==> src/rtl/param_queue.sv <==
// Parameterised synchronous FIFO with registered one-cycle read, flush and threshold flags.
// Optional sticky overflow/underflow outputs are enabled by defining PARAM_QUEUE_ERR_FLAGS_EN.
module param_queue #(
  parameter int WIDTH    = 12,
  parameter int DEPTH    = 8,
  parameter int AF_LEVEL = DEPTH - 2,
  parameter int AE_LEVEL = 2
) (
  input  logic                       clk,
  input  logic                       rst_n,
  input  logic                       flush,
  input  logic                       put,
  input  logic [WIDTH-1:0]           d_in,
  input  logic                       get,
  output logic [WIDTH-1:0]           d_out,
  output logic                       d_valid,
  output logic                       empty,
  output logic                       full,
  output logic                       almost_empty,
  output logic                       almost_full,
`ifdef PARAM_QUEUE_ERR_FLAGS_EN
  output logic                       overflow,
  output logic                       underflow,
`endif
  output logic [$clog2(DEPTH+1)-1:0] count
);

  localparam int AW = (DEPTH > 1) ? $clog2(DEPTH) : 1;
  localparam int CW = $clog2(DEPTH + 1);

  logic [WIDTH-1:0] mem [DEPTH];
  logic [AW-1:0]    wr_ptr_reg, rd_ptr_reg;
  logic [CW-1:0]    count_reg;
  logic [WIDTH-1:0] d_out_reg;
  logic             d_valid_reg;
  logic             wr_en, rd_en;

  // Flush wins over both requests; a full queue never accepts a write even when a read frees a slot.
  assign wr_en = put & ~full  & ~flush;
  assign rd_en = get & ~empty & ~flush;

  assign empty        = (count_reg == '0);
  assign full         = (count_reg == CW'(DEPTH));
  assign almost_empty = (32'(count_reg) <= AE_LEVEL);
  assign almost_full  = (32'(count_reg) >= AF_LEVEL);
  assign count        = count_reg;
  assign d_out        = d_out_reg;
  assign d_valid      = d_valid_reg;

  // Storage has no reset so it maps onto block RAM; stale contents are unreachable after reset.
  always_ff @(posedge clk) begin
    if (wr_en)
      mem[wr_ptr_reg] <= d_in;
  end

  always_ff @(posedge clk or negedge rst_n) begin
    if (!rst_n) begin
      wr_ptr_reg  <= '0;
      rd_ptr_reg  <= '0;
      count_reg   <= '0;
      d_out_reg   <= '0;
      d_valid_reg <= 1'b0;
    end else if (flush) begin
      wr_ptr_reg  <= '0;
      rd_ptr_reg  <= '0;
      count_reg   <= '0;
      d_out_reg   <= '0;
      d_valid_reg <= 1'b0;
    end else begin
      d_valid_reg <= rd_en;
      if (wr_en)
        wr_ptr_reg <= wr_ptr_reg + AW'(1);
      if (rd_en) begin
        rd_ptr_reg <= rd_ptr_reg + AW'(1);
        d_out_reg  <= mem[rd_ptr_reg];
      end
      case ({wr_en, rd_en})
        2'b10:   count_reg <= count_reg + CW'(1);
        2'b01:   count_reg <= count_reg - CW'(1);
        default: count_reg <= count_reg;
      endcase
    end
  end

`ifdef PARAM_QUEUE_ERR_FLAGS_EN
  logic overflow_reg, underflow_reg;

  assign overflow  = overflow_reg;
  assign underflow = underflow_reg;

  always_ff @(posedge clk or negedge rst_n) begin
    if (!rst_n) begin
      overflow_reg  <= 1'b0;
      underflow_reg <= 1'b0;
    end else if (flush) begin
      overflow_reg  <= 1'b0;
      underflow_reg <= 1'b0;
    end else begin
      if (put && full)
        overflow_reg <= 1'b1;
      if (get && empty)
        underflow_reg <= 1'b1;
    end
  end
`endif

endmodule

==> config.mk <==
export PLATFORM = sky130hd
export DESIGN_NAME = param_queue
export DESIGN_NICKNAME = d
export VERILOG_FILES = /design/src/rtl/param_queue.sv
export SDC_FILE = /design/constraint.sdc
export NUM_CORES = 1
export LEC_CHECK = 0
export CELL_PAD_IN_SITES_DETAIL_PLACEMENT = 0
export CELL_PAD_IN_SITES_GLOBAL_PLACEMENT = 2
export CORE_MARGIN = 3
export CORE_UTILIZATION = 30
export CTS_CLUSTER_SIZE = 25
export DETAILED_ROUTE_END_ITERATION = 8
export MAX_ROUTING_LAYER = met4
export PLACE_DENSITY_LB_ADDON = 0.1
export SLEW_MARGIN = 40
export SYNTH_ARGS = -nofsm -noshare
export SYNTH_HDL_FRONTEND = slang
export SYNTH_SLANG_ARGS = --single-unit
==> constraint.sdc <==
create_clock -name clk -period 4.9 [get_ports clk]
set_clock_uncertainty 0.05 [all_clocks]
set_input_delay 0.735 -clock clk [delete_from_list [all_inputs] [get_ports clk]]
set_output_delay 0.735 -clock clk [all_outputs]
set_load 0.005 [all_outputs]
==> metrics.md, run 1 <==
| Metric | Value |
|---|---|
| Yosys top cell area share | 61.31% |
| Most numerous cell in the Yosys netlist | edfxtp_1 |
| Hold crit path type | input port to asynchronous set/reset pin |
| Final Cycle Share | 61.94% |
| Reg2reg start | count[0] |
| Pwr/cell area | 530.8 mW/mm2 |
| Post-CTS Setup Inserts | 0 |
| Post-layout util | 38.51% |
| IR drop worst, VDD | 0.0002610 V |
| Ranking of synthesized cells by area | edfxtp_1 61%, dfrtp_1 12%, mux4_2 11% |
| Max reg flops | 96 |
| Rows | 45 |
| Status | complete, no violations |
| Crit Path Category | register to output port |
| Final Cell Area | 0.005876 mm2 |
| Cell taking the most area after synthesis | edfxtp_1 |
| Post-DP HPWL | 6.939 mm |
| Asr flop ratio synth | 19.33% |
| First-pass GRT wire length | 16.72 mm |
| GRT Resource Usage Total | 13.77% |
| GPL Wtd Cong | 0.6912 |
| Ant diodes | 0 |
| P&R area growth vs syn | 24.96% |
| Synth Instances | 265 |
| Number of flops mapped to enable cells by yosys | 96 |
| Global route total overflow | 0 |
| Max-slew violations | 0 |
| Yosys reg bits | 119 |
| Fin Setup TNS | 0 ns |
| WP data required | 4.12 ns |
| Crit path DAT | 2.25 ns |
| Static leakage | 1.994 nW |
| Seq/Total Area, Yosys | 73.55% |
| Cell Area, Synth | 0.004702 mm2 |
| Worst setup EP type | output port |
| Initial Utilization | 30.82% |
| Die area | 0.01721 mm2 |
| Hold-fix buffers, CTS | 0 |
| Worst rel slew slack | 51.10% |
| DRT Wirelength | 10.82 mm |
| Post-cts sizing count | 0 |
| R2R depth | 8 |
| Detailed-route via count | 2535 |
| Min cycle time layout | 3.035 ns |
| Die width | 131.2 um |
| Initial antenna violation count | 0 |
| Num CTS Buffers | 17 |
| WL per Instance | 20.01 um |
| DR pass1 iterations | 4 |
| Unrepaired setup endpoints after global routing | false |
| Post-synth top cells | 96 x edfxtp_1, 24 x mux4_2, 23 x dfrtp_1, 23 x nor2_1, 19 x nor3_1 |
| CTS tree | yes |
| Overall power | 3.119 mW |
| Final number of hold-violating endpoints | 0 |
| Crit. Startpoint | count[0] |
| Final nets | 340 |
| Maxcap violations | 0 |
| Drt initial violations | 183 |
| Htree depth | 4 |
| Die Y | 131.2 um |
| Fmax achieved | 329.5 MHz |
| Io pins | 38 |
| Clock Tree Root | clkbuf_16 |
| Synth Area per Inst | 17.74 um2 |
| Actual slew at the worst max-slew pin | 0.7279 ns |
| Clock buffer depth | 2 |
| Placed Area | 0.005354 mm2 |
| Pre-CTS setup slack | 1.779 ns |
| Vias in the first global route | 2669 |
| Clk Latency, worst-skew pair | 0.41 ns |
| Vias per cell | 4.686 |
| Post-route ant nets | 0 |
| Ys flop type | edfxtp_1 |
| Critical path fanouts, max | 10 |
| Core footprint | 0.01526 mm2 |
| Nature of the critical path startpoint | register |
| Post-route setup slack | 1.865 ns |
| Pin count of the biggest net entering global routing | 27 |
| DRC Markers | 0 |
| Share of cells above drive strength 1 | 20.00% |
| Post-synth cell types | 33 |
| Clk pin slew, worst setup/hold paths | 0.05 ns |
| Ys Warns | 0 |
| IO Port Bufs | 37 |
| Post-Syn Nets | 287 |
| Setup-failing EPs final | 0 |
| Clock sinks | 119 |
routing by layer:
layer,share of wire (%),vias up,GRT usage [%]
met1,45,1290,17.56
li1,-,1157,-
met5,0,-,-
met2,48,73,20.85
met3,5.6,15,3.943
met4,1.9,0,5.659
worst max-delay path, stage by stage (launching register included):
cell and delay [ns]:
dfrtp_1 0.51, or4b_1 0.72, clkinv_4 0.12, clkdlybuf4s50_1 0.50
area by class of cell:
cell class,instances,area [um2]
inverter,2,12.51
tap,211,264.0
clock buffer,20,436.7
clock inverter,11,85.08
fill,1437,9383
timing repair buffer,49,455.4
multi-input combinational,129,1164
sequential,119,3458
cell usage in the layout (no fill, tap or decap), types with 2 or more instances in the layout:
master / instances
mux4_2: 24
clkinvlp_4: 2
xor2_1: 4
clkbuf_16: 17
nor3_1: 17
nand2_1: 9
ha_1: 4
a21oi_1: 7
clkbuf_1: 3
nand3_1: 5
o22ai_1: 12
nand2b_1: 5
dfrtp_1: 23
o21ai_0: 2
nor2_1: 23
buf_4: 12
clkinv_2: 4
nor3_2: 2
clkinv_4: 2
edfxtp_1: 96
clkinv_1: 3
clkdlybuf4s50_1: 36
a211oi_1: 2
per-stage QoR:
stage | hold WS [ns] | instances
after floorplan | 0.3894 | 265
after global placement | 0.4819 | 510
after detailed placement | 0.4927 | 510
after CTS | 0.2742 | 541
after global routing | 0.2859 | 541
final | 0.2567 | 541
final timing paths:
kind	end	slack, ns
worst max-delay path	full	1.87
max in group asynchronous	d_out[10]	4.17
worst max register to register	count[3]	2.00
min in group clk	d_out[10]	0.50
worst min-delay path	count[2]	0.26
worst min register to register	d_out[10]	0.50
cells by family after synthesis:
logic type,synth area share [%]
buf+inv,1.916
mux,11.71
simple gates,6.573
fa+ha+maj,1.490
flops,73.55
compound gates,3.832
xor+xnor,0.9313
report_power, final:
part           total [mW]  switching, mW  internal [mW]
combinational       0.766          0.378          0.388
clock                1.10          0.417          0.683
sequential           1.25         0.0714           1.18
total                3.12          0.866           2.25
No activity file was read; power rests on OpenSTA's default activity.
==> run 2: changes to the inputs <==
==> constraint.sdc (replaced) <==
create_clock -name clk -period 2.57 [get_ports clk]
set_clock_uncertainty 0.05 [all_clocks]
set_input_delay 0.3855 -clock clk [delete_from_list [all_inputs] [get_ports clk]]
set_output_delay 0.3855 -clock clk [all_outputs]
set_load 0.005 [all_outputs]
==> metrics.md, run 2 (same netlist as run 1, synthesis figures left out) <==
| Metric | Value |
|---|---|
| Ant diodes | 0 |
| Vias in the first global route | 2773 |
| Clock sinks | 119 |
| Static leakage | 2.177 nW |
| Detailed-route via count | 2613 |
| Worst setup EP type | output port |
| Clock Power Share | 34.4% |
| Post-DP HPWL | 6.818 mm |
| Pin count of the biggest net entering global routing | 27 |
| Comb pwr share | 27.7% |
| Actual slew at the worst max-slew pin | 0.4266 ns |
| Grt peak-use layer | met2 |
| Fin Setup TNS | 0 ns |
| Sw frac | 27.08% |
| Share of cells above drive strength 1 | 28.25% |
| WL per Instance | 18.46 um |
| IO Port Bufs | 37 |
| Die area | 0.01721 mm2 |
| Finished Layout Cells | 572 |
| Min cycle time layout | 2.475 ns |
| First-pass GRT wire length | 16.47 mm |
| Final number of hold-violating endpoints | 0 |
| Most frequent cells in the layout | 96 x edfxtp_1, 39 x buf_4, 37 x clkdlybuf4s50_1, 24 x mux4_2, 23 x nor2_1 |
| Multi-input logic area | 0.001190 mm2 |
| Final nets | 370 |
| Sequential Area | 0.003461 mm2 |
| Die width | 131.2 um |
| Pwr/cell area | 1002 mW/mm2 |
| Rows | 45 |
| Crit-path cells | or4b_4 -> buf_6 -> clkinv_4 -> clkdlybuf4s50_1 |
| Nature of the critical path startpoint | register |
| Clock Tree Root | clkbuf_16 |
| Status | complete, no violations |
| Fmax achieved | 404.1 MHz |
| Fillers | 1422 |
| P&R area growth vs syn | 31.37% |
| Clock buffer depth | 2 |
| Maxcap violations | 0 |
| Htree depth | 4 |
| Crit Path Category | register to output port |
| DR pass1 iterations | 4 |
| WP data required | 2.13 ns |
| Most common cell after layout, fill and taps aside | edfxtp_1 |
| Initial Utilization | 30.82% |
| Die Y | 131.2 um |
| Met1 Use GR | 16.15% |
| CTS tree | yes |
| Worst rel slew slack | 71.56% |
| Clk Latency, worst-skew pair | 0.41 ns |
| Placed insts | 534 |
| Hold Worst Slack | 0.2906 ns |
| Max reg flops | 96 |
| Sw power | 1.675 mW |
| Initial antenna violation count | 0 |
| Post-route setup slack | 0.09516 ns |
| Unrepaired setup endpoints after global routing | false |
| Hold crit path type | input port to asynchronous set/reset pin |
| Critical path's slowest cell | or4b_4 |
| Final Cycle Share | 96.30% |
| Met3 Use GR | 3.867% |
| Reg power frac | 38.0% |
| Crit path DAT | 2.04 ns |
| Num CTS Buffers | 17 |
| Vias per cell | 4.568 |
| GRT Resource Usage Total | 13.41% |
| Met2 Use GR | 21.31% |
| Io pins | 38 |
| Drt initial violations | 134 |
| GPL Wtd Cong | 0.7352 |
| Setup-failing EPs final | 0 |
| Worst path top cell family by delay | buffers and inverters |
| Pre-CTS setup slack | 0.07442 ns |
| DRT Wirelength | 10.56 mm |
| Internal power | 4.511 mW |
| IR drop worst, VDD | 0.0004424 V |
| Global route total overflow | 0 |
| Critical path fanouts, max | 5 |
| Clk pin slew, worst setup/hold paths | 0.05 ns |
| Worst Path Buf+Inv | 3 |
| Critical path's largest stage delay | 0.55 ns |
| Overall power | 6.187 mW |
| Post-route ant nets | 0 |
| DRC Markers | 0 |
| Max-slew violations | 0 |
| Core footprint | 0.01526 mm2 |
-- run 2: changes by cell type in the layout (fill, tap and decap cells not counted), moves of 2 or more --
cell        previous run  this run
buf_12                 0         2
clkinv_2               4         6
clkinvlp_4             2         0
dfrtp_2                0         2
buf_4                 12        39
dfrtp_1               23        21
-- run 2: final timing paths --
check | from | end | slack [ns] | cells after the start
min in group clk | d_out[8] | d_out[8] | 0.50 | 2
min reg2reg | d_out[8] | d_out[8] | 0.50 | 2
max | count[0] | full | 0.1 | 4
min | rst_n | d_valid | 0.29 | 2
max reg2reg | count[0] | count[3] | 0.17 | 8
max in group asynchronous | rst_n | count[2] | 1.90 | 2
-- run 2: power by group through the flow --
stage	sequential [mW]	clock [mW]	combinational, mW
after floorplan	2.40	0	0.897
after global placement	2.39	0	1.66
after CTS	2.35	2.19	1.68
final	2.35	2.13	1.71
after detailed placement	2.40	0	1.64
after global routing	2.37	2.27	1.88
-- run 2: repair_timing --
item                                   in CTS  in global routing
pin swaps                                   0                  1
hold buffers                                0                  0
setup buffers                               2                  4
endpoints found under the hold margin       0                  0
gates cloned                                0                  0
setup endpoints to repair                   1                  2
gates resized for setup                     0                  6
-- run 2: worst register-to-register path: cells and delay by family (launching register included) --
| family | cells | cell delay, ns |
|---|---|---|
| and+or+nand+nor | 5 | 1.31 |
| DFF | 1 | 0.38 |
| adders and majority gates | 1 | 0.29 |
| AOI/OAI and AO/OA | 2 | 0.25 |
-- run 2: cell type report --
cell class	count	area share (%)
sequential	119	56.03
multi-input combinational	129	19.26
timing repair buffer	79	11.57
clock buffer	21	7.292
tap	211	4.274
clock inverter	11	1.377
inverter	2	0.2026
-- run 2: stage by stage --
step                      utilization (%)  instance area (um2)
after CTS                           40.10                 6118
after floorplan                         -                 4706
final                               40.48                 6177
after global routing                40.48                 6177
after global placement              36.49                 5568
after detailed placement            36.49                 5568
-- run 2: layer usage --
layer	vias to the layer above	share of wire, %
li1	1214	-
met1	1333	45
met2	56	51
met3	10	3.5
met4	0	1.1
met5	-	0
==> run 3: changes to the inputs <==
--- a/config.mk
+++ b/config.mk
@@ -11,6 +11,7 @@
 export CORE_UTILIZATION = 30
 export CTS_CLUSTER_SIZE = 25
 export DETAILED_ROUTE_END_ITERATION = 8
+export GPL_TIMING_DRIVEN = 0
 export MAX_ROUTING_LAYER = met4
 export PLACE_DENSITY_LB_ADDON = 0.1
 export SLEW_MARGIN = 40
==> metrics.md, run 3 (same netlist as run 1, synthesis figures left out) <==
| Metric | Value |
|---|---|
| Critical path's largest stage delay | 0.63 ns |
| Met2 Use GR | 19.93% |
| Crit path DAT | 2.06 ns |
| Final Cycle Share | 97.10% |
| Pwr/cell area | 1027 mW/mm2 |
| Final nets | 353 |
| Pin count of the biggest net entering global routing | 24 |
| Post-layout util | 39.88% |
| Multi-input logic area | 0.001270 mm2 |
| Die width | 131.2 um |
| WP data required | 2.13 ns |
| GPL Wtd Cong | 0.6724 |
| DRT Wirelength | 10.86 mm |
| Worst reg2reg endpoint | count[3] |
| Hold Path Depth | 2 |
| IO Port Bufs | 36 |
| WL per Instance | 19.57 um |
| Worst Path Buf+Inv | 2 |
| Max-slew violations | 0 |
| Clock buffer depth | 2 |
| Setup-failing EPs final | 0 |
| Maxcap violations | 0 |
| Clock sinks | 119 |
| Actual slew at the worst max-slew pin | 0.7956 ns |
| Die Y | 131.2 um |
| Overall power | 6.249 mW |
| WHS Endpoint | count[0] |
| Most frequent cells in the layout | 96 x edfxtp_1, 35 x clkdlybuf4s50_1, 24 x mux4_2, 20 x dfrtp_1 |
| Fillers | 1395 |
| HP Start | flush |
| Clock Tree Root | clkbuf_16 |
| Vias in the first global route | 2652 |
| Fmax achieved | 400.7 MHz |
| Most common cell after layout, fill and taps aside | edfxtp_1 |
| GRT Resource Usage Total | 13.84% |
| Status | complete, no violations |
| Worst path top cell family by delay | simple AND/OR/NAND/NOR gates |
| CTS tree | yes |
| Post-DP HPWL | 6.822 mm |
| Min cycle time layout | 2.495 ns |
| IR drop worst, VDD | 0.0004955 V |
| Static leakage | 2.054 nW |
| Global route total overflow | 0 |
| Io pins | 38 |
| First-pass GRT wire length | 16.78 mm |
| Met1 Use GR | 18.48% |
| Hold crit path type | input port to register |
| Sequential Area | 0.003462 mm2 |
| Num CTS Buffers | 17 |
| Clk pin slew, worst setup/hold paths | 0.05 ns |
| Critical path's slowest cell | or4b_4 |
| DRC Markers | 0 |
| Worst rel slew slack | 46.96% |
| Initial antenna violation count | 0 |
| Unrepaired setup endpoints after global routing | true |
| Crit. Startpoint | count[0] |
| Post-route ant nets | 0 |
| Final number of hold-violating endpoints | 0 |
| Drt initial violations | 145 |
| Detailed-route via count | 2537 |
| Ant diodes | 0 |
| R2R depth | 8 |
| DR pass1 iterations | 4 |
| Max reg flops | 96 |
| Share of cells above drive strength 1 | 27.03% |
| Grt peak-use layer | met2 |
| Flop2flop setup slack | 0.11 ns |
| Rows | 45 |
| Clk Latency, worst-skew pair | 0.41 ns |
| P&R area growth vs syn | 29.40% |
| Reg2reg start | count[0] |
| Nature of the critical path startpoint | register |
| Htree depth | 4 |
| Critical path fanouts, max | 6 |
| Met3 Use GR | 4.326% |
| Initial Utilization | 30.82% |
| Crit Path Category | register to output port |
| Die area | 0.01721 mm2 |
| Vias per cell | 4.571 |
| Worst setup EP type | output port |
| Crit-path cells | or4b_4 -> clkinv_4 -> clkdlybuf4s50_1 |
| Core footprint | 0.01526 mm2 |
run 3: through the flow:
stage	std cells	worst slack (ns)	setup TNS (ns)	instance area, um2	hold WS (ns)
2_1_floorplan	265	0.01693	0	4706	0.03991
3_3_place_gp	512	-1.217	-69.17	5330	0.4833
3_5_place_dp	516	-0.4527	-1.045	5403	0.3690
4_1_cts	554	0.01404	0	6043	0.3503
5_1_grt	555	-0.008658	-0.008658	6085	0.3919
6_report	555	0.07456	0	6085	0.3678
run 3: where the power goes:
group          switching (mW)  internal (mW)
clock                   0.836           1.41
sequential              0.104           2.26
combinational           0.798          0.842
total                    1.74           4.51
run 3: cell type report:
| class | count | share of cell area [%] |
|---|---|---|
| plain buffers | 14 | 1.172 |
| well taps | 211 | 4.339 |
| flip-flops and latches | 119 | 56.90 |
| repair buffers | 48 | 7.238 |
| multi-input cells | 129 | 20.87 |
| clock inverters | 14 | 2.221 |
| inverters | 2 | 0.2056 |
| clock buffers | 18 | 7.053 |
run 3: routing by layer:
metal	part of all wire, %	vias to the layer above
li1	-	1188
met2	46	58
met3	4.4	14
met5	0	-
met1	47	1277
met4	1.6	0
run 3: repair_timing:
action	CTS	global route
setup buffers	5	2
gates resized for setup	7	9
gates cloned	0	0
hold buffers	1	0
endpoints found under the setup margin	4	8
pin swaps	1	0
hold endpoints to repair	23	0
run 3: worst max path at each step:
stage / to / slack, ns / depth (start not counted)
floorplan: count[3] / 0.02 / 9
global placement: mem[0][5] / -1.22 / 5
detailed placement: count[3] / -0.45 / 8
CTS: full / 0.01 / 4
global route: full / -0.009 / 3
finish: full / 0.07 / 3
